File: config.mk
export PLATFORM = sky130hd
export DESIGN_NAME = load_store_unit
export DESIGN_NICKNAME = d
export VERILOG_FILES = /design/src/rtl/lsu_pkg.sv /design/src/rtl/lsu_lane_align.sv /design/src/rtl/load_store_unit.sv
export SDC_FILE = /design/constraint.sdc
export NUM_CORES = 1
export LEC_CHECK = 0
export CELL_PAD_IN_SITES_DETAIL_PLACEMENT = 1
export CELL_PAD_IN_SITES_GLOBAL_PLACEMENT = 1
export CORE_AREA = 3 3 119 121
export DETAILED_ROUTE_END_ITERATION = 10
export DIE_AREA = 0 0 122 124
export PLACE_DENSITY_LB_ADDON = 0.1
export SLEW_MARGIN = 20
export SYNTH_ARGS = -nofsm -noshare
export SYNTH_HDL_FRONTEND = slang
export SYNTH_SLANG_ARGS = --single-unit
File: constraint.sdc
create_clock -name LSU_clk -period 2.05 [get_ports LSU_clk]
set_clock_uncertainty 0.05 [all_clocks]
set_input_delay 0.41 -clock LSU_clk [delete_from_list [all_inputs] [get_ports LSU_clk]]
set_output_delay 0.41 -clock LSU_clk [all_outputs]
set_load 0.01 [all_outputs]
File: src/rtl/lsu_pkg.sv
// Shared definitions for the load/store unit: access-size encodings,
// FSM state encoding and the default data-memory depth.
package lsu_pkg;

  localparam int LSU_MEM_WORDS_DEFAULT = 11;

  typedef enum logic [1:0] {
    SIZE_BYTE = 2'b00,
    SIZE_HALF = 2'b01,
    SIZE_WORD = 2'b10,
    SIZE_ILL  = 2'b11
  } lsu_size_e;

  typedef enum logic {
    ST_IDLE  = 1'b0,
    ST_MERGE = 1'b1
  } lsu_state_e;

  // Alignment check shared by the unit: illegal size or a sub-word
  // access that straddles its natural boundary.
  function automatic logic lsu_misaligned(logic [1:0] size, logic [1:0] off);
    logic bad;
    bad = 1'b1;
    case (size)
      SIZE_BYTE: bad = 1'b0;
      SIZE_HALF: bad = off[0];
      SIZE_WORD: bad = |off;
      default:   bad = 1'b1;
    endcase
    return bad;
  endfunction

endpackage

File: src/rtl/lsu_lane_align.sv
// Big-endian lane handling for the load/store unit. Purely combinational:
// extracts and extends the addressed byte/half of a memory word for loads,
// and builds the read-modify-write word for sub-word stores.
// Byte offset b lives in bits [31-8b:24-8b]; half with off[1]=0 in [31:16].
module lsu_lane_align
  import lsu_pkg::*;
(
  input  logic [31:0] dmem_word,
  input  logic [1:0]  byte_off,
  input  logic [1:0]  size,
  input  logic        is_unsigned,
  input  logic [15:0] store_lane,
  output logic [31:0] load_data,
  output logic [31:0] merged_word
);

  logic [4:0]  sh;
  logic [7:0]  lane8;
  logic [15:0] lane16;

  // Lane select and extension for loads, lane replacement for stores
  always_comb begin
    sh          = 5'd0;
    lane8       = 8'd0;
    lane16      = 16'd0;
    load_data   = dmem_word;
    merged_word = dmem_word;
    case (size)
      SIZE_BYTE: begin
        // (3 - off) * 8, since offset 0 is the most significant byte
        sh          = {~byte_off, 3'b000};
        lane8       = 8'(dmem_word >> sh);
        load_data   = is_unsigned ? {24'd0, lane8} : {{24{lane8[7]}}, lane8};
        merged_word = (dmem_word & ~(32'h0000_00FF << sh)) |
                      ({24'd0, store_lane[7:0]} << sh);
      end
      SIZE_HALF: begin
        sh          = {~byte_off[1], 4'b0000};
        lane16      = 16'(dmem_word >> sh);
        load_data   = is_unsigned ? {16'd0, lane16} : {{16{lane16[15]}}, lane16};
        merged_word = (dmem_word & ~(32'h0000_FFFF << sh)) |
                      ({16'd0, store_lane} << sh);
      end
      default: begin
        load_data   = dmem_word;
        merged_word = dmem_word;
      end
    endcase
  end

endmodule

File: src/rtl/load_store_unit.sv
// Load/store unit between a core request port and a single-ported,
// combinational-read word DMEM. Loads, word stores and faults complete in
// one cycle; byte/half stores read the word, merge, and write it back in a
// second (MERGE) cycle.
// Optional build macro LSU_RANGE_CHECK_EN: fault on addr[31:10]!=0 or a
// word index at or beyond MEM_WORDS. Without it those bits are ignored.
module load_store_unit
  import lsu_pkg::*;
#(
  parameter int MEM_WORDS = LSU_MEM_WORDS_DEFAULT
) (
  input  logic        LSU_clk,
  input  logic        LSU_rst,
  input  logic        LSU_req_valid,
  output logic        LSU_req_ready,
  input  logic        LSU_req_write,
  input  logic [1:0]  LSU_req_size,
  input  logic        LSU_req_unsigned,
  input  logic [31:0] LSU_req_addr,
  input  logic [31:0] LSU_req_wdata,
  output logic        LSU_rsp_valid,
  output logic [31:0] LSU_rsp_rdata,
  output logic        LSU_rsp_fault,
  output logic [7:0]  LSU_dmem_address,
  output logic [31:0] LSU_dmem_wdata,
  output logic        LSU_dmem_mem_write,
  output logic        LSU_dmem_mem_read,
  input  logic [31:0] LSU_dmem_rdata
);

  lsu_state_e  state;
  logic [7:0]  merge_idx;
  logic [31:0] merge_word;

  logic [7:0]  word_idx;
  logic [1:0]  byte_off;
  logic        range_fault;
  logic        req_fault;
  logic        accept;
  logic        is_word;
  logic [31:0] load_data;
  logic [31:0] merged_word;

  assign word_idx    = LSU_req_addr[9:2];
  assign byte_off    = LSU_req_addr[1:0];
  assign is_word     = (LSU_req_size == SIZE_WORD);
  assign range_fault = (LSU_req_addr[31:10] != 22'd0) ||
                       (32'(word_idx) >= 32'(MEM_WORDS));

`ifdef LSU_RANGE_CHECK_EN
  assign req_fault = lsu_misaligned(LSU_req_size, byte_off) | range_fault;
`else
  // Range result is computed but deliberately not acted on in this build;
  // out-of-range indices go to DMEM untouched.
  logic range_fault_unused;
  assign range_fault_unused = range_fault;
  assign req_fault = lsu_misaligned(LSU_req_size, byte_off);
`endif

  // Only IDLE takes requests, and nothing is taken while in reset
  assign LSU_req_ready = (state == ST_IDLE) && !LSU_rst;
  assign accept        = LSU_req_valid && LSU_req_ready;

  lsu_lane_align u_lane_align (
    .dmem_word   (LSU_dmem_rdata),
    .byte_off    (byte_off),
    .size        (LSU_req_size),
    .is_unsigned (LSU_req_unsigned),
    .store_lane  (LSU_req_wdata[15:0]),
    .load_data   (load_data),
    .merged_word (merged_word)
  );

  // DMEM port drive: merge write-back wins; otherwise the accepted request
  always_comb begin
    LSU_dmem_mem_read  = 1'b0;
    LSU_dmem_mem_write = 1'b0;
    LSU_dmem_address   = 8'd0;
    LSU_dmem_wdata     = 32'd0;
    if (state == ST_MERGE) begin
      // Reset during MERGE aborts the write-back
      if (!LSU_rst) begin
        LSU_dmem_mem_write = 1'b1;
        LSU_dmem_address   = merge_idx;
        LSU_dmem_wdata     = merge_word;
      end
    end else if (accept && !req_fault) begin
      LSU_dmem_address = word_idx;
      if (LSU_req_write && is_word) begin
        LSU_dmem_mem_write = 1'b1;
        LSU_dmem_wdata     = LSU_req_wdata;
      end else begin
        // Loads and the read half of a sub-word read-modify-write
        LSU_dmem_mem_read = 1'b1;
      end
    end
  end

  // FSM, merge capture and registered response
  always_ff @(posedge LSU_clk) begin
    if (LSU_rst) begin
      state         <= ST_IDLE;
      merge_idx     <= 8'd0;
      merge_word    <= 32'd0;
      LSU_rsp_valid <= 1'b0;
      LSU_rsp_rdata <= 32'd0;
      LSU_rsp_fault <= 1'b0;
    end else begin
      LSU_rsp_valid <= 1'b0;
      LSU_rsp_rdata <= 32'd0;
      LSU_rsp_fault <= 1'b0;
      case (state)
        ST_IDLE: begin
          if (accept) begin
            if (req_fault) begin
              LSU_rsp_valid <= 1'b1;
              LSU_rsp_fault <= 1'b1;
            end else if (!LSU_req_write) begin
              LSU_rsp_valid <= 1'b1;
              LSU_rsp_rdata <= load_data;
            end else if (is_word) begin
              LSU_rsp_valid <= 1'b1;
            end else begin
              merge_idx  <= word_idx;
              merge_word <= merged_word;
              state      <= ST_MERGE;
            end
          end
        end
        ST_MERGE: begin
          LSU_rsp_valid <= 1'b1;
          state         <= ST_IDLE;
        end
        default: state <= ST_IDLE;
      endcase
    end
  end

endmodule

# Word-level counts from Yosys, hierarchy flattened
# Index checks and enable logic that the tools add are counted.
# totals
ff_bits,75
inputBits,103
output_inout_bits,77
wordCells,67
# op_classes
n_eq_ne,2
shift,6
n_mux,30
bitwise_logic,12
reduce_logical,11
# op_table
cell,count
2-to-1 mux 32 bit,6
case mux 32 bit (2 select lines),2
bitwise AND 32 bit,2
NOT 32 bit,2
bitwise OR 32 bit,2
<< shifter 16 x 5 -> 32 bit,1
<< shifter 16 x 5 -> 32 bit (first input constant),1
<< shifter 8 x 5 -> 32 bit,1
<< shifter 8 x 5 -> 32 bit (first input constant),1
right shift 32 x 5 -> 16 bit,1
right shift 32 x 5 -> 8 bit,1
2-to-1 mux 8 bit,3
2-to-1 mux 1 bit,16
NOT 1 bit,5
AND reduction 5 bit,1
OR reduction 5 bit,1
logical AND 1 bit,4
case mux 1 bit (2 select lines),2
case mux 1 bit (3 select lines),1
OR reduction 3 bit,1
== test 2 x 1 -> 1 bit (second input constant),1
== test 2 bit (second input constant),1
logical NOT 1 bit,2
logical NOT 2 bit,1
other kinds (2),2

# Longest topological paths before layout
# logic_depth
ltp_word,6
mapped_depth,7
depth_no_buf,4

# Hierarchy
# A second synthesis with hierarchy kept.
# hier_totals
cells_unflattened,449
area_unflattened_um2,4434.3
# by_module_without_submodules
module,n_inst,cells_each,area_each_um2,seq_area_each_um2
load_store_unit,1,265,3057.9,1501.4
lsu_lane_align,1,184,1376.3,0.0

# Least setup slack after synthesis
# No wires, ideal clock.
# synth_path
path_type,input port to output port
from,input port LSU_rst
to,output port LSU_dmem_wdata[10]
arrival_time_ns,1.577
required_time_ns,1.590
path_slack_ns,0.013
cell_stages,5
path_buffers,2
cell_sequence,clkbuf_2 > or3b_4 > nor2_1 > buf_2 > a22o_1
# synth_between
elab_chain_len,6
elab_cells_between_ends,7
cone_classes,3 x mux; 4 x reduce/logical
# synth_rtl
item,line,rtl
from (decl),load_store_unit.sv:13,"input logic LSU_rst,"
logical NOT 1 bit,n/a,
logical AND 1 bit,load_store_unit.sv:61,assign LSU_req_ready = (state == ST_IDLE) && !LSU_rst;
logical AND 1 bit,load_store_unit.sv:62,assign accept = LSU_req_valid && LSU_req_ready;
logical AND 1 bit,load_store_unit.sv:87,end else if (accept && !req_fault) begin
2-to-1 mux 32 bit,load_store_unit.sv:87,
2-to-1 mux 32 bit *,load_store_unit.sv:80,if (state == ST_MERGE) begin
to (decl),load_store_unit.sv:25,"output logic [31:0] LSU_dmem_wdata,"
# Every way passes the cells marked *; elsewhere a longest branch is shown, timed or not.

# Worst setup path after layout
# layout_path
from,register state
to,output port LSU_dmem_address[0]
# layout_between
elab_chain_len,6
# layout_rtl
item,line,rtl
from (decl),load_store_unit.sv:31,lsu_state_e state;
from (signal assigned),load_store_unit.sv:102,state <= ST_IDLE;
from (signal assigned),load_store_unit.sv:126,state <= ST_MERGE;
from (signal assigned),load_store_unit.sv:132,state <= ST_IDLE;
NOT 1 bit (no line),n/a,
logical AND 1 bit,load_store_unit.sv:61,
logical AND 1 bit,load_store_unit.sv:62,
logical AND 1 bit,load_store_unit.sv:87,
2-to-1 mux 8 bit,load_store_unit.sv:87,
2-to-1 mux 8 bit *,load_store_unit.sv:80,
to (decl),load_store_unit.sv:24,"output logic [7:0] LSU_dmem_address,"
# Marks and branches as above.

==> results.txt <==
Worst hold slack: 0.4032 ns
DRT Wirelength: 18780 microns
Cells after Synth: 426
Yosys cell types: 37
Power after layout: 4.025 mW
Max-cap violations: 0
Initial Utilization: 30.89%
WP data required: 1.59 ns
Final Util: 53.73%
Top FF cell, synth: dfxtp_1
Finished Layout Cells: 854
Critical path type: reg2out
Dpl cells: 805
RSZ-0062 raised after global routing: yes
Total track usage: 24.72%
Crit path DAT: 1.88 ns
Slew margin rel.: 56.43%
Final TNS setup: -11.57 ns
Final setup fails: 77
Remaining DRCs: 0
Synth warnings: 0
Avg Synthesized Cell Area: 9.563 sq um
Antenna cells: 0
Seq/Total Area, Yosys: 36.86%
Drt first pass iters: 5
Hold_sp: LSU_req_size[0]
Initial antenna violation count: 0
ANT nets after route: 0
Vias in the first global route: 4845
Post-Syn Area: 0.004074 sq mm
Synth async-reset ratio: 0%
Vias post-DR: 4546
Worst setup SP type: register
Dpl cell area: 0.006437 sq mm
Final WS setup: -0.2932 ns
Boundary Pins: 180
Total gr overflow: 0
Share of post-route cells with drive strength above 1: 38.05%
Nets: 776
Peak VDD IR: 377.4 uV
Final Hold Fails: 0
Horiz. Die Dim: 122 microns
Fmax: 426.8 MHz
Failing checks: negative setup slack
Cts bufs inserted: 9
Post-Syn Nets: 529
1st-iter DRT viols: 340
Row count: 42
CP max FO: 8
Worst skew pair latency: 0.34 ns
Gpl congestion: 0.9332
Yosys top cell area share: 36.86%
CTS tree: built
EDFF count, synth: 0
CTS Sinks: 75
Minimum clock period: 2.343 ns
Top cells by area, synth: dfxtp_1 (37%), a211oi_2 (9.8%), a22o_1 (8.6%)
DP Worst Slack: -0.8637 ns
Die Y: 124 microns
Leak: 2.925 nW
H-Tree Depth: 3
Post-DP HPWL: 13420 microns
Root buffer cell: clkbuf_16
IO Port Bufs: 157
CP Capture Type: output pin
WL/cell: 21.99 microns
Area Growth Syn to Fin: 73.96%
Clock tree buffer depth: 2
Seq cells post-synth: 75
Largest area contributor in the netlist: dfxtp_1
Clock Pin Slew Worst Setup and Hold Paths: 0.06 ns
Die area: 0.01513 sq mm
Global-route wire length before repair: 28110 microns
Status: complete, but fails checks
Final Instance Area: 0.007087 sq mm
Least-Margin Pin Slew: 0.6506 ns
Hold Path Class: in2reg
R2R Path Start: state
Total power per unit cell area: 568.0 mW/mm^2
Vias per cell: 5.323
Period utilization: 114.3%
Max-slew violations: 0
Largest net degree at the start of global routing: 42
Core area: 0.01319 sq mm
Worst setup startpoint: state
-- report_power, final --
| group | total [mW] | switching, mW | internal, mW |
|---|---|---|---|
| Sequential | 1.51 | 0.0194 | 1.49 |
| Clock | 1.63 | 0.655 | 0.976 |
| Combinational | 0.881 | 0.420 | 0.461 |
-- layout by cell type (no fill, tap or decap), types with 9 or more instances in the layout --
master	n
a211oi_2	32
a21oi_1	33
a222oi_1	16
a22o_1	40
buf_12	16
buf_2	41
buf_4	82
buf_6	19
clkbuf_16	10
clkdlybuf4s50_1	107
dfxtp_1	74
mux2_2	17
mux2i_1	32
nand2_1	25
nor2_1	41
nor2_2	12
nor3_1	9
o21a_1	9
-- flip-flops by register name, summed over array words and instances, names as in the netlist --
| signal | cells |
|---|---|
| merge_idx | 8 |
| LSU_rsp_valid | 1 |
| state | 1 |
| LSU_rsp_fault | 1 |
| merge_word | 32 |
| LSU_rsp_rdata | 32 |
-- synth_stat cells, types with 9 or more instances --
cell type / number
o21a_1: 9
nand2_1: 26
a222oi_1: 16
nor3_1: 9
a22o_1: 40
dfxtp_1: 75
clkbuf_1: 21
nor2_1: 52
a21oi_1: 33
a211oi_2: 32
mux2_2: 17
mux2i_1: 33
-- layer usage --
layer,vias to the layer above,routed length [microns],track usage (%)
met3,30,1084,3.678
met5,-,0,0
li1,2118,-,-
met4,0,493,9.874
met1,2215,7785,30.63
met2,183,9412,43.16
-- final timing paths --
kind                         endpoint  slack [ns]  depth (start not counted)
setup / recovery  LSU_dmem_address[0]       -0.29                          7
hold / removal          LSU_rsp_valid        0.40                          3
setup reg to reg        merge_word[1]       -0.23                          9
hold reg to reg          merge_idx[3]        0.45                          2
-- final cells by class --
cell class	count	area [sq um]
Clock buffer	10	239.0
Clock inverter	6	63.81
Fill cell	1466	6103
Inverter	2	7.507
Multi-Input combinational cell	307	2416
Sequential cell	75	1503
Tap cell	176	220.2
Timing Repair Buffer	278	2638
-- critical path: stages, from the launching register on --
cell and delay (ns):
dfxtp_2 0.33, or3b_4 0.42, buf_6 0.13, buf_6 0.11, nor2b_4 0.14, buf_6 0.15, a22o_1 0.14, buf_2 0.13
-- what timing repair did --
item                                    4_1_cts  5_1_grt
gates cloned                                  9        1
setup buffers                                24        8
resized for setup                           205       33
hold buffers                                  0        0
pin swaps                                    18       46
endpoints found under the setup margin       91       83
endpoints found under the hold margin         0        0
-- cells by family after synthesis --
logic type             synth area share (%)
buffers and inverters                 5.559
muxes                                 12.81
DFF                                   36.86
and+or+nand+nor                       11.18
AOI/OAI and AO/OA                     33.60
Note: power is estimated with default switching activity, not from simulation.
